**config.mk**
```make
export PLATFORM = sky130hd
export DESIGN_NAME = nibble_add_seq_flat
export DESIGN_NICKNAME = d
export VERILOG_FILES = /design/src/rtl/nibble_add_seq_if.sv /design/src/rtl/nibble_add_seq.sv /design/src/flat_wrapper.sv
export SDC_FILE = /design/constraint.sdc
export NUM_CORES = 1
export LEC_CHECK = 0
export ABC_AREA = 1
export CORE_MARGIN = 3
export CORE_UTILIZATION = 40
export CTS_CLUSTER_DIAMETER = 120
export DETAILED_ROUTE_END_ITERATION = 10
export MAX_ROUTING_LAYER = met4
export PLACE_DENSITY = 0.67
export REMOVE_ABC_BUFFERS = 1
export SLEW_MARGIN = 20
export SYNTH_ARGS = -nofsm -noshare
export SYNTH_HDL_FRONTEND = slang
export SYNTH_SLANG_ARGS = --single-unit
```
**constraint.sdc**
```tcl
create_clock -name clk -period 2.7 [get_ports clk]
set_clock_uncertainty 0.05 [all_clocks]
set_input_delay 0.27 -clock clk [delete_from_list [all_inputs] [get_ports clk]]
set_output_delay 0.27 -clock clk [all_outputs]
set_load 0.005 [all_outputs]
```
**src/rtl/nibble_add_seq_if.sv**
```systemverilog
// Operand/result handshake bundle for nibble_add_seq.
// The sub select exists only when NIBBLE_ADD_SEQ_SUB_EN is defined.
interface nibble_add_seq_if #(
  parameter int WIDTH = 16
);
  logic             in_valid;
  logic             in_ready;
  logic [WIDTH-1:0] a;
  logic [WIDTH-1:0] b;
  logic             cin;
`ifdef NIBBLE_ADD_SEQ_SUB_EN
  logic             sub;
`endif
  logic             out_valid;
  logic             out_ready;
  logic [WIDTH-1:0] sum;
  logic             cout;
  logic             busy;

`ifdef NIBBLE_ADD_SEQ_SUB_EN
  modport master (
    output in_valid, a, b, cin, sub,
    output out_ready,
    input  in_ready, out_valid,
    input  sum, cout, busy
  );

  modport slave (
    input  in_valid, a, b, cin, sub,
    input  out_ready,
    output in_ready, out_valid,
    output sum, cout, busy
  );
`else
  modport master (
    output in_valid, a, b, cin,
    output out_ready,
    input  in_ready, out_valid,
    input  sum, cout, busy
  );

  modport slave (
    input  in_valid, a, b, cin,
    input  out_ready,
    output in_ready, out_valid,
    output sum, cout, busy
  );
`endif

endinterface

```
**src/rtl/nibble_add_seq.sv**
```systemverilog
// Nibble-serial adder: one shared 4-bit ripple slice, LSB nibble first.
// Define NIBBLE_ADD_SEQ_SUB_EN to add the sub (a - b) select.
module nibble_add_seq #(
  parameter int WIDTH = 16
) (
  input  logic            clk,
  input  logic            rst,
  nibble_add_seq_if.slave bus
);

  localparam int NIB = WIDTH / 4;
  localparam int IW  = (NIB > 1) ? $clog2(NIB) : 1;
  localparam logic [IW-1:0] LAST = IW'(NIB - 1);

  typedef enum logic [1:0] {
    IDLE,
    RUN,
    DONE
  } state_t;

  state_t           state;
  logic [WIDTH-1:0] a_r;
  logic [WIDTH-1:0] b_r;
  logic             cy;
  logic [IW-1:0]    idx;
  logic [WIDTH-1:0] sum_r;
  logic             cout_r;
  logic             valid_r;
  logic             busy_r;
`ifdef NIBBLE_ADD_SEQ_SUB_EN
  logic             sub_r;
`endif

  logic [3:0] na;
  logic [3:0] nb;
  logic [3:0] ns;
  logic [4:0] rc;

  // Shared 4-bit ripple slice fed by the current nibble.
  always_comb begin
    na = a_r[4*idx +: 4];
    nb = b_r[4*idx +: 4];
`ifdef NIBBLE_ADD_SEQ_SUB_EN
    if (sub_r) nb = ~b_r[4*idx +: 4];
`endif
    ns    = '0;
    rc    = '0;
    rc[0] = cy;
    for (int i = 0; i < 4; i++) begin
      ns[i]   = na[i] ^ nb[i] ^ rc[i];
      rc[i+1] = (na[i] & nb[i])
              | (rc[i] & (na[i] ^ nb[i]));
    end
  end

  always_ff @(posedge clk or posedge rst) begin
    if (rst) begin
      state   <= IDLE;
      a_r     <= '0;
      b_r     <= '0;
      cy      <= 1'b0;
      idx     <= '0;
      sum_r   <= '0;
      cout_r  <= 1'b0;
      valid_r <= 1'b0;
      busy_r  <= 1'b0;
`ifdef NIBBLE_ADD_SEQ_SUB_EN
      sub_r   <= 1'b0;
`endif
    end else begin
      unique case (state)
        IDLE: begin
          if (bus.in_valid) begin
            a_r    <= bus.a;
            b_r    <= bus.b;
            idx    <= '0;
            busy_r <= 1'b1;
            state  <= RUN;
`ifdef NIBBLE_ADD_SEQ_SUB_EN
            sub_r  <= bus.sub;
            cy     <= bus.sub | bus.cin;
`else
            cy     <= bus.cin;
`endif
          end
        end
        RUN: begin
          sum_r[4*idx +: 4] <= ns;
          cy <= rc[4];
          if (idx == LAST) begin
            idx     <= '0;
            cout_r  <= rc[4];
            valid_r <= 1'b1;
            state   <= DONE;
          end else begin
            idx <= idx + 1'b1;
          end
        end
        DONE: begin
          if (bus.out_ready) begin
            valid_r <= 1'b0;
            busy_r  <= 1'b0;
            state   <= IDLE;
          end
        end
        default: state <= IDLE;
      endcase
    end
  end

  assign bus.in_ready  = (state == IDLE) & ~rst;
  assign bus.out_valid = valid_r;
  assign bus.sum       = sum_r;
  assign bus.cout      = cout_r;
  assign bus.busy      = busy_r;

endmodule

```
**src/flat_wrapper.sv**
```systemverilog
// flat-port wrapper written by rule: the top's interface ports become plain ports
module nibble_add_seq_flat 
#(
  parameter int WIDTH = 16
)
  (clk, rst, bus_in_valid, bus_a, bus_b, bus_cin, bus_out_ready, bus_in_ready, bus_out_valid, bus_sum, bus_cout, bus_busy);
  nibble_add_seq_if #(.WIDTH(WIDTH)) bus_i ();
  input  logic clk;
  input  logic rst;
  input wire logic [$bits(bus_i.in_valid)-1:0] bus_in_valid;
  input wire logic [$bits(bus_i.a)-1:0] bus_a;
  input wire logic [$bits(bus_i.b)-1:0] bus_b;
  input wire logic [$bits(bus_i.cin)-1:0] bus_cin;
  input wire logic [$bits(bus_i.out_ready)-1:0] bus_out_ready;
  output wire logic [$bits(bus_i.in_ready)-1:0] bus_in_ready;
  output wire logic [$bits(bus_i.out_valid)-1:0] bus_out_valid;
  output wire logic [$bits(bus_i.sum)-1:0] bus_sum;
  output wire logic [$bits(bus_i.cout)-1:0] bus_cout;
  output wire logic [$bits(bus_i.busy)-1:0] bus_busy;
  assign bus_i.in_valid = bus_in_valid;
  assign bus_i.a = bus_a;
  assign bus_i.b = bus_b;
  assign bus_i.cin = bus_cin;
  assign bus_i.out_ready = bus_out_ready;
  assign bus_in_ready = bus_i.in_ready;
  assign bus_out_valid = bus_i.out_valid;
  assign bus_sum = bus_i.sum;
  assign bus_cout = bus_i.cout;
  assign bus_busy = bus_i.busy;
  nibble_add_seq #(.WIDTH(WIDTH)) u_core (.clk(clk), .rst(rst), .bus(bus_i));
endmodule
```
# Word level (Yosys, flattened, before mapping)
# Cells that the tools add are included.
# word_totals
ff_bits,56
wordCells,68
# classes
n_addsub,2
eq_ne,6
shift,4
muxes,15
bitwise_logic,22
reduce_logical,10
# ops
op,n
negator 4 -> 34 bit,1
variable shift 4 x 34 -> 16 bit (first input constant),1
indexed part select 4 x 34 -> 16 bit,1
indexed part select 16 x 5 -> 4 bit,2
bitwise mux 16 bit,1
2-to-1 mux 2 bit,5
bitwise AND 1 bit,9
AND reduction 3 bit,3
XOR 1 bit,8
one-hot mux 1 bit (2 select lines),3
one-hot mux 2 bit (3 select lines),1
AND reduction 2 bit,3
nonzero test 2 bit,3
== test 2 bit (second input constant),2
2-to-1 mux 1 bit,4
inequality test 2 bit (second input constant),2
bitwise OR 1 bit,4
one-hot mux 2 bit (2 select lines),1
adder 2 x 1 -> 2 bit (second input constant),1
== test 2 x 1 -> 1 bit (second input constant),1
logical NOT 2 bit,1
inequality test 2 x 1 -> 1 bit (second input constant),1
inverter 1 bit,1

# Depth between registers and ports, before layout
# Gate-level depths: netlist (run 1).
# depth
depth_word,11
ltp_mapped,16
mapped_depth_nobuf,15

# Worst setup path after synthesis (run 1)
# OpenSTA, ideal clock, no wires.
# synth_timing
kind,register -> register
from,register u_core.idx[0]
to,register u_core.sum_r[15] (netlist: u_core.bus.sum[15])
t_arrival_ns,2.673
required_ns,2.534
slack_ns,-0.140
path_stages_with_launch,17
path_buffers,1
synth_period_minus_slack_ns,2.840
cell_sequence,dfrtp_1 > inv_1 > clkbuf_1 > nand2_1 > nand3_1 > nand2_1 > fa_1 > inv_1 > fa_1 > inv_1 > fa_1 > inv_1 > fa_1 > nand3_1 > inv_1 > nand2_1 > nand2_1
# synth_between
elab_chain_len,11
# synth_rtl
item,line,text
start: declaration,nibble_add_seq.sv:25,logic [IW-1:0] idx;
start signal: assignment,nibble_add_seq.sv:96,idx <= idx + 1'b1;
indexed part select 16 x 5 -> 4 bit (on tied branches),"nibble_add_seq.sv:41, nibble_add_seq.sv:42",
XOR 1 bit,"nibble_add_seq.sv:50, nibble_add_seq.sv:52",
bitwise AND 1 bit,nibble_add_seq.sv:52,| (rc[i] & (na[i] ^ nb[i]));
bitwise OR 1 bit,nibble_add_seq.sv:52,
bitwise AND 1 bit,nibble_add_seq.sv:52,
bitwise OR 1 bit,nibble_add_seq.sv:52,
bitwise AND 1 bit,nibble_add_seq.sv:52,
bitwise OR 1 bit,nibble_add_seq.sv:52,
XOR 1 bit,nibble_add_seq.sv:50,ns[i] = na[i] ^ nb[i] ^ rc[i];
indexed part select 4 x 34 -> 16 bit,nibble_add_seq.sv:88,sum_r[4*idx +: 4] <= ns;
bitwise mux 16 bit *,nibble_add_seq.sv:88,
end signal: indexed assignment,nibble_add_seq.sv:88,
end: declaration,nibble_add_seq.sv:26,logic [WIDTH-1:0] sum_r;
# Every way passes the cells marked *; elsewhere a longest branch is shown, timed or not.
# A chain may end at the register's enable or synchronous reset.

# Worst setup path in the final report (run 1)
# Ends and elaborated chain as after synthesis.

==> impl_results.md, run 1 <==
* Global Route Usage Sum at 0.1651
* Synth top area share at 0.5009
* Final Hold Fails at 0
* Vias in the first global route at between 2000 and 2500
* Clock root buffer: clkbuf_8
* Die X at 89.63 µm
* Setup-failing EPs final at 0
* Register-to-register setup slack at 0.02 ns
* Seq/Total Area, Yosys at 0.5009
* Crit end category: register
* # DRC at 0
* # IOs at 57
* Post-Layout Cell Count at 500
* Die area at 0.008034 mm²
* Crit Path Category: reg2reg
* Worst-skew pair later-pin latency at 0.31 ns
* # diodes at 0
* First DRT Iteration DRCs at 112
* Hold Slack at 0.3303 ns
* IO buf count at 56
* Layout cells sized above 1 at 0.1130
* Initial Util at 0.4260
* Async set-reset flop share out of synthesis at 1.000
* Count leader, synth: nand2_1
* Slowest stage cell, crit path: fa_2
* Reg2Reg Depth at 15
* Synth area leader: dfrtp_1
* CP required at 2.86 ns
* Multi-input gate area at 0.001230 mm²
* Setup crit start kind: register
* Main synth FF type: dfrtp_1
* Area Overhead vs Synth at 28.71%
* Post-route ant nets at 0
* # nets final at 453
* Routed WL at 6.004 mm
* Row count at 29
* Max_cap viols at 0
* Core area at 0.006568 mm²
* Vias at between 2000 and 2500
* Ys Warns at 0
* Fill count at around 630
* Seq cells post-synth at 56
* Post-synth EDFFs at 0
* Status: finished, final reports clean
* Mapped Cells at 347
* Initial antenna violation count at 0
* CTS tree: done
* Clock sinks at 56
* DP Wirelength at 4.526 mm
* Cells after DPL at 492
* Arr. time, crit path at 2.83 ns
* Final min period at 2.677 ns
* Avg Vias per Cell at ~4.7
* Post-synthesis instance area at ~0.0028 mm²
* FMAX at 373.5 MHz
* DRT Pass-1 Iters at 5
* Type of the worst min-delay path: in2async
* Main area contributors after synthesis: dfrtp_1 50%, nand2_1 19%, nand3_1 9.8%
* Critical-path cell list: inv_2 -> nand2_1 -> nand3_1 -> nand2_1 -> fa_2 -> inv_2 -> fa_2 -> inv_2 -> fa_2 -> inv_2 -> fa_2 -> nand3_2 -> inv_1 -> nand2_1 -> nand2_1
* Worst-path maximum fanout at 6
* Max stage delay on crit path at 0.46 ns
* RSZ-0062 raised after global routing: true
* Die Y at approximately 90 µm
* Post-synth top cells: 140 x nand2_1, 56 x dfrtp_1, 55 x nand3_1
* PwrDens at 1192 mW/mm²
* Distinct cells, synth at 22
* IR drop worst, VDD at slightly below 0.5 mV
* Wire length of the first global-routing pass at 10.25 mm
* Hold_buf cts at 0
* Final Max Slew Viols at 0
* CTS clk-pin slew, worst paths at 0.10 ns
* Total grt overflow at 0
* Post-CTS Setup Bufs at 0
* Leak at about 1.8 nW
* Synth Area per Inst at 8.062 µm²
* Clock buffer depth at 2
* Slew @ Worst Pin at ~0.64 ns
* Number of buffers created by CTS at 5
* Post-detailed-route wirelength per cell at between 10 and 15 µm
* H-tree depth at 2
* Largest net degree at the start of global routing at 35
* Final Cycle Share at 0.9916
* Slew headroom at 0.5748
* R2R Path End: u_core.bus.sum[15]$_DFFE_PP0P_
* Worst flop-to-flop path startpoint: u_core.idx[0]$_DFFE_PP0P_
* GPL Wtd Cong at 0.8925
* Register area at 0.001403 mm²
==> stage by stage <==
stage,utilization,setup slack [ns],total power [mW],cell area (µm²),TNS [ns]
3_5_place_dp,0.5268,0.003455,3.659,3460,0
5_1_grt,0.5483,-0.1065,4.741,3601,-0.3976
3_3_place_gp,0.5268,0.06156,3.588,3460,0
2_1_floorplan,-,-0.4247,2.832,2693,-2.333
6_report,0.5483,0.02259,4.293,3601,0
4_1_cts,0.5418,0.01016,4.149,3558,0
==> how the worst max path moves through the flow <==
stage	startpoint	to	slack, ns	cells after the start
4_1_cts	u_core.idx[0]$_DFFE_PP0P_	u_core.bus.sum[7]$_DFFE_PP0P_	0.01	12
2_1_floorplan	u_core.idx[0]$_DFFE_PP0P_	u_core.bus.sum[15]$_DFFE_PP0P_	-0.42	15
5_1_grt	u_core.idx[0]$_DFFE_PP0P_	u_core.bus.sum[15]$_DFFE_PP0P_	-0.11	15
3_3_place_gp	u_core.idx[0]$_DFFE_PP0P_	u_core.bus.sum[15]$_DFFE_PP0P_	0.06	15
3_5_place_dp	u_core.idx[0]$_DFFE_PP0P_	u_core.bus.sum[15]$_DFFE_PP0P_	0.003	15
6_report	u_core.idx[0]$_DFFE_PP0P_	u_core.bus.sum[15]$_DFFE_PP0P_	0.02	15
==> flip-flops by register name, summed over array words and instances (netlist names) <==
signal and count:
u_core.bus.cout 1, u_core.a_r 16, u_core.idx 2, u_core.bus.sum 16, u_core.bus.out_valid 1, u_core.cy 1, u_core.bus.busy 1, u_core.b_r 16
u_core.state 2
==> cell usage in the layout (no fill, tap or decap), types with 3 or more instances in the layout <==
master	synthesis	routed
dfrtp_1	56	55
nand3_2	1	4
ha_1	6	6
inv_2	1	9
o21ai_0	15	15
clkdlybuf4s50_1	0	56
nor2_1	17	16
fa_2	0	4
clkbuf_8	0	5
o211ai_1	4	4
nand2_1	140	138
nand3_1	55	52
nor2_2	2	3
buf_4	4	9
inv_1	24	16
==> what timing repair did <==
item	CTS	global route
pin swaps	3	9
resized for setup	3	19
cloned	0	0
endpoints found under the setup margin	1	6
==> critical path, delay by kind of cell, from the launching register on <==
family	cells	cell delay (ns)
adders and majority gates	4	1.35
DFF	1	0.43
and+or+nand+nor	6	0.40
buffers and inverters	5	0.33
==> layout make-up <==
class / count / share of cell area
clock buffers: 5 / 0.01911
inverters: 25 / 0.02606
clock inverters: 3 / 0.006602
multi-input cells: 250 / 0.3416
repair buffers: 68 / 0.1849
well taps: 93 / 0.03231
flip-flops and latches: 56 / 0.3895
==> routing by layer <==
metal  track usage  vias to the layer above  wire [µm]
li1              -                     1216          -
met1        0.2118                     1071       2808
met2        0.2660                       74       2784
met3       0.03285                        9        309
met4       0.04736                        0        102
met5             -                        -          0
==> power breakdown <==
group | switching (mW) | total, mW | internal, mW | leakage, nW
logic | 1.39 | 2.39 | 1.00 | 1.04
clock network | 0.282 | 0.467 | 0.184 | 0.0404
registers | 0.233 | 1.43 | 1.20 | 0.710
==> cell families (layout without fill, tap and decap cells) <==
| logic type | after synthesis | in the layout | share of synthesized area |
|---|---|---|---|
| and+or+nand+nor | 220 | 220 | 0.3332 |
| DFF | 56 | 56 | 0.5009 |
| buffers and inverters | 41 | 101 | 0.07111 |
| AOI/OAI and AO/OA | 20 | 20 | 0.03935 |
| adders and majority gates | 10 | 10 | 0.05546 |
No activity file was read; power rests on OpenSTA's default activity.
==> run 2, diff against run 1 <==
- SKIP_CTS_REPAIR_TIMING: unset -> 1
==> run 2 against run 1 <==
Compared with the run above:
- register-to-register slack gained 0.06 ns
- total power grew 0.19%
- critical path depth is the same
- wire length grew 0.47%
- global-route usage is essentially flat
- worst hold slack gained 0.00075 ns
- via count shrank 1.1%
- die area is the same
- clock-buffer cell count is the same
- critical endpoint unchanged
- first-iteration DRC count grew 25%
- design area grew 0.28%
- sequential share of layout area shrank 0.11 points
==> impl_results.md, run 2 (synthesis results as in run 1) <==
* Wire length of the first global-routing pass at 10.22 mm (-0.27%)
* Post-detailed-route wirelength per cell at 12.04 µm (+0.27%)
* H-tree depth at 2 (unchanged)
* Setup crit start kind: register
* Crit end category: register
* # diodes at 0 (unchanged)
* Max_cap viols at 0 (unchanged)
* DRT Pass-1 Iters at 4 (-1)
* Cell Int Power at 2.393 mW (+0.27%)
* Cells after DPL at 492 (unchanged)
* Die area at 0.008034 mm² (unchanged)
* Fin util at 0.5498 (+0.001524)
* WP depth at 15 (unchanged)
* Slowest stage cell, crit path: fa_2
* Clock root buffer: clkbuf_8
* TNS Setup at 0 ns (unchanged)
* Worst-path maximum fanout at 5 (-1)
* Comb power frac at 0.559 (about the same)
* Psw at 1.908 mW (about the same)
* DP Area at 0.003460 mm² (unchanged)
* Post-Layout Cell Count at 501 (+0.20%)
* Layout cells sized above 1 at 0.1127 (-0.0002770)
* Net Sw Frac at 0.4437 (about the same)
* Slew headroom at 0.5719 (-0.002934)
* Leak at 1.802 nW (+0.65%)
* Worst slack, placed at 0.003455 ns (unchanged)
* Area Overhead vs Synth at 29.07%
* Clock Power Share at 0.108 (about the same)
* Clock buffer depth at 2 (unchanged)
* Routed WL at 6.032 mm (+0.47%)
* IO buf count at 56 (unchanged)
* Final Hold Fails at 0 (unchanged)
* Number of buffers created by CTS at 5 (unchanged)
* Critical-path cell list: buf_6 -> nand2_1 -> nand3_2 -> nand2_2 -> fa_2 -> inv_2 -> fa_1 -> inv_1 -> fa_2 -> inv_2 -> fa_2 -> nand3_2 -> inv_1 -> nand2_1 -> nand2_1
* FMAX at 381.4 MHz (+2.1%)
* DP Wirelength at 4.526 mm (unchanged)
* Final min period at 2.622 ns (-0.05542 ns)
* IR drop worst, VDD at 0.4856 mV (+0.54%)
* Max stage delay on crit path at 0.58 ns (+0.12 ns)
* Slew @ Worst Pin at 0.6413 ns (+0.004396 ns)
* Final instance area at 0.003611 mm² (+0.28%)
* Die X at 89.63 µm (unchanged)
* CP required at 2.90 ns (+0.04 ns)
* Post-route ant nets at 0 (unchanged)
* CTS tree: done
* Vias in the first global route at 2298 (+0.31%)
* Crit Path Category: reg2reg
* RSZ-0062 raised after global routing: true
* Largest net degree at the start of global routing at 35 (unchanged)
* Avg Vias per Cell at 4.681 (-1.3%)
* Die Y at 89.63 µm (unchanged)
* PwrDens at 1191 mW/mm² (about the same)
* Setup-failing EPs final at 0 (unchanged)
* Reg2Reg Depth at 15 (unchanged)
* # DRC at 0 (unchanged)
* # nets final at 454 (+0.22%)
* Part of the power in registers at 0.333 (about the same)
* Vias at 2345 (-1.1%)
* Worst-skew pair later-pin latency at 0.31 ns (about the same)
* GPL Wtd Cong at 0.8925 (unchanged)
* Row count at 29 (unchanged)
* Total grt overflow at 0 (unchanged)
* Overall power at 4.301 mW (+0.19%)
* Most common cell after layout, fill and taps aside: nand2_1
* CP delay by family, top: adder cells
* Hold Slack at 0.3310 ns (+0.0007490 ns)
* Final Max Slew Viols at 0 (unchanged)
* Initial antenna violation count at 0 (unchanged)
* First DRT Iteration DRCs at 140 (+25%)
* Most frequent cells in the layout: 137 x nand2_1, 56 x clkdlybuf4s50_1, 55 x dfrtp_1
* CTS clk-pin slew, worst paths at 0.10 ns (about the same)
* Bufs and invs on worst path at 5 (unchanged)
* Setup ws final at 0.07801 ns (+0.05542 ns)
* Initial Util at 0.4260 (unchanged)
* Arr. time, crit path at 2.82 ns (about the same)
* Core area at 0.006568 mm² (unchanged)
* Status: finished, final reports clean
* Final Cycle Share at 0.9711 (-0.02052)
* # IOs at 57 (unchanged)
* Clock sinks at 56 (unchanged)
* Type of the worst min-delay path: in2async
* Global Route Usage Sum at 0.1647 (-0.0003958)
run 2: changes by cell type in the layout (fill, tap and decap cells not counted):
| cell | delta |
|---|---|
| fa_2 | -1 |
| o21ai_1 | +1 |
| fa_1 | +1 |
| nor2_1 | -1 |
| nand2_1 | -1 |
| nand2_2 | +1 |
| buf_4 | +1 |
| nor2_2 | +1 |
| inv_2 | -2 |
| o21ai_0 | -1 |
| inv_1 | +2 |
run 2: layout make-up:
cell class	instances	area, µm²
repair buffers	69	673.1
clock inverters	3	23.77
flip-flops and latches	56	1403
multi-input cells	250	1232
fillers	628	2957
well taps	93	116.4
clock buffers	5	68.82
inverters	25	93.84
run 2: final timing paths:
check                                          start                               end  slack [ns]
min                                              rst  u_core.bus.out_valid$_DFFE_PP0P_        0.33
min in group clk           u_core.a_r[1]$_DFFE_PP0P_         u_core.a_r[1]$_DFFE_PP0P_        0.43
max                        u_core.idx[0]$_DFFE_PP0P_    u_core.bus.sum[15]$_DFFE_PP0P_        0.08
max reg2reg                u_core.idx[0]$_DFFE_PP0P_    u_core.bus.sum[15]$_DFFE_PP0P_        0.08
min reg2reg                u_core.a_r[1]$_DFFE_PP0P_         u_core.a_r[1]$_DFFE_PP0P_        0.43
max in group asynchronous                        rst    u_core.bus.sum[15]$_DFFE_PP0P_        1.62
run 2: per-layer routing:
metal	vias to the layer above	wire length, µm	GRT usage
li1	1221	-	-
met1	1049	2863	0.2083
met2	66	2777	0.2686
met3	9	294	0.03285
met4	0	96	0.04736
met5	-	0	-
run 2: power groups by stage:
stage,clock network (mW),registers [mW],logic [mW]
2_1_floorplan,0,1.43,1.40
3_3_place_gp,0,1.44,2.15
3_5_place_dp,0,1.44,2.22
4_1_cts,0.482,1.42,2.23
5_1_grt,0.509,1.48,2.75
6_report,0.464,1.43,2.40
==> run 3, diff against run 2 <==
- CORE_UTILIZATION: 40 -> 46
- PLACE_DENSITY: 0.67 -> 0.76
==> run 3 against run 2 <==
Compared with the run above:
- the flow now finishes with violations (negative setup slack)
- first-iteration DRC count up 28%
- critical path depth did not move
- die area is 12% lower
- wire length is 4.7% higher
- sequential power barely moved
- final cell count down 3.6%
- sequential share of layout area decreased by 0.71 points
- clock power rose by 18%
- flip-flop and latch count unchanged
- via count rose by 3.8%
- worst hold slack better by 0.029 ns
- design area is 1.9% higher
- critical endpoint is now u_core.bus.sum[3]$_DFFE_PP0P_
- largest cell class unchanged
- largest power group unchanged
==> impl_results.md, run 3 (synthesis results as in run 1) <==
* Layout cells sized above 1 at 0.1265 (+0.01378)
* Multi-input gate area at 0.001241 mm² (+0.71%)
* Met1 wire length at 2.731 mm (-4.6%)
* CTS tree: done
* Final Cycle Share at 1.004 (+0.03309)
* Total grt overflow at 0 (unchanged)
* Status: finished, violations left
* Setup crit start kind: register
* # DRC at 0 (unchanged)
* Row count at 27 (-6.9%)
* Final Max Slew Viols at 0 (unchanged)
* H-tree depth at 2 (unchanged)
* Initial Util at 0.4900 (+0.06404)
* Most common cell after layout, fill and taps aside: nand2_1
* Bufs and invs on worst path at 5 (unchanged)
* Worst-path maximum fanout at 4 (-1)
* Avg Vias per Cell at 5.041 (+7.7%)
* Die area at 0.007053 mm² (-12%)
* Setup ws final at -0.01133 ns (-0.08934 ns)
* Final Hold Fails at 0 (unchanged)
* Hold Slack at 0.3596 ns (+0.02860 ns)
* Max Used Layer: met4
* # diodes at 0 (unchanged)
* Number of buffers created by CTS at 5 (unchanged)
* PwrDens at 1223 mW/mm² (+2.7%)
* Most frequent cells in the layout: 136 x nand2_1, 56 x clkdlybuf4s50_1, 55 x dfrtp_1
* # nets final at 457 (+0.66%)
* Routed WL at 6.318 mm (+4.7%)
* Die X at 83.99 µm (-6.3%)
* CP required at 2.90 ns (about the same)
* Post-Layout Cell Count at 483 (-3.6%)
* Register area at 0.001403 mm² (unchanged)
* Global Route Usage Sum at 0.1867 (+0.02208)
* DP Wirelength at 4.566 mm (+0.88%)
* Worst slack, placed at -0.06174 ns (-0.06519 ns)
* Clock sinks at 56 (unchanged)
* TNS Setup at -0.01945 ns (-0.01945 ns)
* IO buf count at 56 (unchanged)
* Failing checks: negative setup slack
* # IOs at 57 (unchanged)
* Max stage delay on crit path at 0.61 ns (+0.03 ns)
* Fill count at 487 (-22%)
* Clock buffer depth at 2 (unchanged)
* Type of the worst min-delay path: in2async
* CP delay by family, top: adder cells
* Crit Path Category: reg2reg
* Vias in the first global route at 2315 (+0.74%)
* Max_cap viols at 0 (unchanged)
* Crit end category: register
* Largest net degree at the start of global routing at 35 (unchanged)
* Clock root buffer: clkbuf_8
* IR drop worst, VDD at 0.6216 mV (+28%)
* Post-detailed-route wirelength per cell at 13.08 µm (+8.6%)
* Slowest stage cell, crit path: fa_2
* Slew headroom at 0.5360 (-0.03583)
* Slew @ Worst Pin at 0.6949 ns (+0.05366 ns)
* First DRT Iteration DRCs at 179 (+28%)
* Vias at 2435 (+3.8%)
* Core area at 0.005709 mm² (-13%)
* RSZ-0062 raised after global routing: true
* CTS clk-pin slew, worst paths at 0.10 ns (about the same)
* Arr. time, crit path at 2.91 ns (+0.09 ns)
* Critical-path cell list: buf_6 -> nand2_2 -> nand3_2 -> nand2_2 -> fa_2 -> inv_2 -> fa_2 -> inv_2 -> fa_2 -> inv_2 -> fa_2 -> inv_2 -> nor2_1 -> nand3_1 -> nand2_1
* Initial antenna violation count at 0 (unchanged)
* Wire length of the first global-routing pass at 10.48 mm (+2.6%)
* Final min period at 2.711 ns (+0.08934 ns)
* Cells after DPL at 471 (-4.3%)
* Area Overhead vs Synth at 31.48%
* FMAX at 368.8 MHz (-3.3%)
* Wire length on met2 at 3.223 mm (+16%)
* Setup-failing EPs final at 2 (+2)
* Worst-skew pair later-pin latency at 0.31 ns (about the same)
* Die Y at 83.99 µm (-6.3%)
* DRT Pass-1 Iters at 5 (+1)
* Post-route ant nets at 0 (unchanged)
* Leak at 1.849 nW (+2.6%)
* Met3 WL at 264 µm (-10%)
* GPL Wtd Cong at 0.8588 (-3.8%)
[run 3: path summary, 6_finish.rpt]
| path | slack [ns] | cells past startpoint | to | startpoint |
|---|---|---|---|---|
| min reg2reg | 0.43 | 2 | u_core.b_r[15]$_DFFE_PP0P_ | u_core.b_r[15]$_DFFE_PP0P_ |
| min | 0.36 | 2 | u_core.state[1]$_DFFE_PP0P_ | rst |
| max reg2reg | -0.01 | 15 | u_core.bus.sum[3]$_DFFE_PP0P_ | u_core.idx[0]$_DFFE_PP0P_ |
| min in group clk | 0.43 | 2 | u_core.b_r[15]$_DFFE_PP0P_ | u_core.b_r[15]$_DFFE_PP0P_ |
| max | -0.01 | 15 | u_core.bus.sum[3]$_DFFE_PP0P_ | u_core.idx[0]$_DFFE_PP0P_ |
| max in group asynchronous | 1.68 | 3 | u_core.a_r[13]$_DFFE_PP0P_ | rst |
[run 3: final cells by class]
class / instances / share of cell area
Inverter: 25 / 0.02687
Sequential cell: 56 / 0.3813
Tap cell: 72 / 0.02449
Multi-Input combinational cell: 250 / 0.3374
Clock inverter: 3 / 0.01156
Timing Repair Buffer: 72 / 0.1997
Clock buffer: 5 / 0.01871
[run 3: report_power, final]
| group | switching, mW | internal, mW |
|---|---|---|
| Combinational | 1.43 | 1.07 |
| Sequential | 0.247 | 1.20 |
| Clock | 0.271 | 0.275 |
| Total | 1.95 | 2.55 |
[run 3: metal layers]
metal	GRT usage	vias up
met5	-	-
met4	0.03801	0
met3	0.03060	10
met2	0.3319	69
met1	0.2242	1137
li1	-	1219
[run 3: per-stage QoR]
| step | util | total power, mW | cell area, µm² |
|---|---|---|---|
| 6_report | 0.6443 | 4.500 | 3679 |
| 2_1_floorplan | - | 2.832 | 2693 |
| 3_3_place_gp | 0.6036 | 3.561 | 3446 |
| 5_1_grt | 0.6443 | 4.920 | 3679 |
| 4_1_cts | 0.6231 | 4.232 | 3557 |
| 3_5_place_dp | 0.6036 | 3.676 | 3446 |
==> variant 1 (settings of run 1) <==
Reset style: synchronous (`rst`), changed in one clocked block.
--- a/src/rtl/nibble_add_seq.sv
+++ b/src/rtl/nibble_add_seq.sv
@@ -55,3 +55,3 @@
 
-  always_ff @(posedge clk or posedge rst) begin
+  always_ff @(posedge clk) begin
     if (rst) begin
Formal check against the unedited RTL: differs if rst is asserted again (counterexample within 4 cycles, from zero or initial values and one cycle with rst high); with rst held inactive, the same outputs for 10 cycles.
==> variant 1 against run 1 <==
  * Area after synthesis decreased by 7.6%
  * Design area is 6.9% lower
  * Setup slack gained 7.9 ps
  * Sequential cell count unchanged
  * Die area is 7.1% lower
  * Routed wire length decreased by 4.9%
  * Non-clock buffer count shrank 3
  * Critical path type unchanged
  * Critical endpoint is now u_core.bus.sum[7]
Power is not compared: it rests on default switching activity, and its combinational part moved more than twofold at a synthesized area within 25%.
==> variant 1: results (changes against run 1) <==
finish:
  clock_area_share_pct: 2.76  # +0.19 points
  biggestCellCategory: "multi-input combinational cells"
  clkbuf_count: 6  # +1
  buffer_area_share_pct: 19.0  # +0.47 points
  inv_count: 31  # +24%
  drive_gt1_share_pct: 10.6  # -0.67 points
  flops_and_latches: 56  # unchanged
  regArea_mm2: 0.00113  # -20%
  multiInputGateArea_mm2: 0.00128  # +4.4%
  nets: 460  # +1.5%
  multi_input_cells: 254  # +1.6%
  n_fill_cell: 652  # +3.3%
  n_all_buffers: 65  # -4.4%
global_route:
  grt_usage_pct: 16.2  # -0.31 points
  grt_pass1_wl_mm: 9.56  # -6.7%
  grt_pass1_vias: 2155  # -5.9%
  antenna_found_initial: 0  # unchanged
  grt_max_degree: 40  # +14%
  gr-total-overflow: 0  # unchanged
synthesis:
  synthDistinctLibCells: 29  # +32%
  synth_common_cells: "103 x nor2_1, 56 x dfxtp_1, 42 x nand2_1, 40 x o21ai_0, 28 x inv_1"
  synth_compound_area_share_pct: 16.0  # +12 points
  synthTopCellsByArea: "dfxtp_1 43%, nor2_1 15%, o21ai_0 7.7%, nand2_1 6.1%, inv_1 4.1%"
  synthArstFlopShare_pct: 0  # -100 points
  yosysSeqAreaShare_pct: 43.4  # -6.7 points
  synthFlopType: "dfxtp_1"
  yosys.area_share.adder_pct: 6.00  # +0.46 points
critical_path:
  reg2reg_depth: 12  # -3
  arrival_ps: 2830  # about the same
  slowest_stage: "fa_1"
  crit-reg2reg-launch: "u_core.idx[0]"
  crit_start: "u_core.idx[0]"
  r2r_end: "u_core.bus.sum[7]"
  crit_path_max_incr_delay_ps: 470
route:
  viasPerCell: 4.76  # +0.35%
  drt-initial-drc-count: 93  # -17%
  drt-pass1-iter-count: 4  # -1
  wl_per_cell_um: 11.7  # -2.7%
timing:
  relSlewSlack_pct: 72.7  # +15 points
  fmax_mhz: 375  # +0.30%
placed_design:
  gp_congestion: 0.888  # -0.52%
  dpl.hpwl_mm: 4.19  # -7.4%
  place_ws_ps: -13.6  # -17.1 ps
power:
  ir_drop_mv: 0.249
worst_hold_path:
  hp-class: "reg2reg"
outcome:
  status: "completed"
-- variant 1: changes by cell type after synthesis, sizes merged, moves of 38 or more --
cell	delta
o21ai	+38
dfrtp	-56
dfxtp	+56
nand3	-46
nand2	-97
nor2	+85
-- variant 1: metrics by stage --
stage / cell area [um^2] / TNS [ps] / power, uW / util [%] / std cells
after floorplan: 2480 / -2260 / 1120 / - / 341
after global placement: 3190 / 0 / 1260 / 52.4 / 480
after detailed placement: 3190 / -13.6 / 1260 / 52.4 / 480
after CTS: 3290 / 0 / 1730 / 53.9 / 488
after global routing: 3350 / -198 / 1830 / 55.0 / 489
final: 3350 / 0 / 1730 / 55.0 / 489
-- variant 1: routing by layer --
layer	routed length, um	global-route usage [%]	up-vias
met2	2640	25.5	39
met4	53	4.25	0
met1	2780	21.1	1035
li1	-	-	1246
met3	231	3.71	6
met5	0	-	-
-- variant 1: worst min-delay path by stage --
| stage | from | end | slack, ps | cells past startpoint |
|---|---|---|---|---|
| 2_1_floorplan | rst | u_core.bus.busy | 280 | 1 |
| 3_3_place_gp | u_core.a_r[1] | u_core.a_r[1] | 380 | 2 |
| 3_5_place_dp | u_core.a_r[1] | u_core.a_r[1] | 390 | 2 |
| 4_1_cts | u_core.a_r[1] | u_core.a_r[1] | 400 | 2 |
| 5_1_grt | u_core.bus.sum[14] | u_core.bus.sum[14] | 440 | 2 |
| 6_report | u_core.a_r[1] | u_core.a_r[1] | 410 | 2 |
-- variant 1: timing repair --
item | in CTS | in global routing
hold endpoints to repair | 0 | 0
buffers inserted | 0 | 1
setup endpoints to repair | 4 | 4
pin swaps | 0 | 17
resized for setup | 2 | 27
-- variant 1: where the power goes --
part	leakage (uW)	internal, uW	total [uW]	switching [uW]
clock	0.0000510	205	477	272
sequential	0.000462	878	909	31.0
combinational	0.000878	163	348	185
==> variant 2 (config.mk and constraints of run 1) <==
Without the edit above. `WIDTH` is set to 16 in 3 places; all go to 32.
--- a/src/rtl/nibble_add_seq_if.sv
+++ b/src/rtl/nibble_add_seq_if.sv
@@ -3,3 +3,3 @@
 interface nibble_add_seq_if #(
-  parameter int WIDTH = 16
+  parameter int WIDTH = 32
 );
--- a/src/rtl/nibble_add_seq.sv
+++ b/src/rtl/nibble_add_seq.sv
@@ -3,3 +3,3 @@
 module nibble_add_seq #(
-  parameter int WIDTH = 16
+  parameter int WIDTH = 32
 ) (
--- a/src/flat_wrapper.sv
+++ b/src/flat_wrapper.sv
@@ -3,3 +3,3 @@
 #(
-  parameter int WIDTH = 16
+  parameter int WIDTH = 32
 )
Ports: changed (resized bus_a, bus_b and bus_sum); port bits go from 57 to 105. The function was not compared with the original's and may differ.
==> variant 2 against run 1 <==
  * The run now ends with negative setup slack left
  * Total power up 100%
  * Count of clock-buffer cells in the layout up 4
  * Routed wire length up 110%
  * Sequential cell count up 49
  * Design area up 93%
  * Setup slack worse by 210 ps
  * First-iteration DRC count rose to 2.9 times the old value
  * Area after synthesis up 84%
  * Synthesized cell count up 90%
==> variant 2: results (changes against run 1) <==
outcome:
  status: "finished, violations left"
  failed_checks: "negative setup slack"
critical_path:
  arrival_ps: 3090  # +260 ps
  r2r_slack_ps: -190  # -210 ps
  reg2reg_depth: 17  # +2
  cp_max_fo: 5  # -1
  crit_end: "u_core.bus.sum[31]"
timing:
  setup_viol_count_final: 8  # +8
  fin_setup_tns_ps: -1140  # -1140 ps
  relSlewSlack_pct: 62.4  # +4.9 points
  fin_ws_ps: -190  # -212 ps
synthesis:
  synth_common_cells: "251 x nand2_1, 105 x dfrtp_1, 75 x inv_1, 64 x nand3_1, 58 x o21ai_1"
  yosysSeqAreaShare_pct: 51.0  # +0.87 points
  synthTopCellsByArea: "dfrtp_1 51%, nand2_1 18%, nand3_1 6.2%, o21ai_1 5.6%, inv_1 5.5%"
  synthDistinctLibCells: 24  # +9.1%
  synth_compound_area_share_pct: 7.91  # +4.0 points
  syn_area_per_cell_um2: 7.80  # -3.2%
  yosys.area_share.adder_pct: 3.25  # -2.3 points
route:
  drt-initial-drc-count: 320  # +190%
  viasPerCell: 4.74  # about the same
clock_tree:
  clkLatencyLatePin_ps: 350  # +40 ps
  cts_root_buf: "clkbuf_16"
  cts-htree-levels: 3  # +1
  numCtsBuffers: 9  # +4
finish:
  drive_gt1_share_pct: 12.4  # +1.1 points
  nets: 863  # +91%
  fin_cells: 956  # +91%
placed_design:
  dpl.hpwl_mm: 9.32  # +110%
  gp_congestion: 0.864  # -3.2%
  placed_cell_area_mm2: 0.00646  # +87%
  place_ws_ps: -374  # -377 ps
  dpl.cell_count: 933  # +90%
  port_buffers: 104  # +86%
global_route:
  grt_max_degree: 105  # +200%
  grt_pass1_vias: 4372  # +91%
  grt_pass1_wl_mm: 20.9  # +100%
power:
  ir_drop_mv: 0.673  # +39%
  p_leak_uw: 0.00336  # +88%
variant 2: power by group:
group          internal, uW  switching (uW)  total (uW)  leakage, uW
Combinational          1960            2810        4770      0.00189
Clock                   727             596        1320     0.000146
Sequential             2240             280        2520      0.00133
variant 2: cell type report:
class	count	area (um^2)
Timing Repair Buffer	140	1370
Tap cell	168	210
Clock buffer	9	225
Clock inverter	7	77.6
Fill cell	1168	5370
Multi-Input combinational cell	444	2110
Sequential cell	105	2630
Inverter	83	324
variant 2: worst min-delay path by stage:
stage | from | depth (start not counted) | end | slack, ps
after floorplan | bus_out_ready | 1 | u_core.state[1] | 330
after global placement | u_core.bus.sum[17] | 2 | u_core.bus.sum[17] | 410
after detailed placement | u_core.bus.sum[16] | 2 | u_core.bus.sum[16] | 410
after CTS | rst | 2 | u_core.bus.out_valid | 320
after global routing | rst | 2 | u_core.state[1] | 350
final | rst | 2 | u_core.bus.out_valid | 300
variant 2: logic make-up after synthesis:
family	count (synthesis)
adder cells (fa/ha/maj)	11
buffers and inverters	112
AO/OA/AOI/OAI	79
AND/OR/NAND/NOR	354
flip-flops	105
variant 2: what timing repair did:
item,CTS,global route
pin swaps,6,4
setup buffers,7,0
resized for setup,40,9
endpoints found under the setup margin,13,14
variant 2: through the flow:
step                total power [uW]  hold WS (ps)
finish                          8610           299
global route                    9360           349
CTS                             8590           325
detailed placement              6880           413
global placement                6770           408
floorplan                       5240           328
variant 2: critical path, stage by stage (launching register included):
cell     delay [ps]
dfrtp_2         430
buf_6           140
buf_6           110
nand2_2          60
nand3_2          70
nand3_2          80
nand2_2          60
fa_2            330
inv_2            60
fa_2            180
inv_2            40
fa_2            330
inv_2            60
fa_2            490
nand4_1         150
nor2_1           50
nand2_1          50
nand2_1          40
variant 2: metal layers:
| layer | part of all wire [%] | vias up | track usage [%] |
|---|---|---|---|
| li1 | - | 2289 | - |
| met1 | 46 | 2129 | 24.7 |
| met2 | 48 | 103 | 29.8 |
| met3 | 4.9 | 10 | 3.06 |
| met4 | 0.90 | 0 | 5.44 |
| met5 | 0 | - | - |
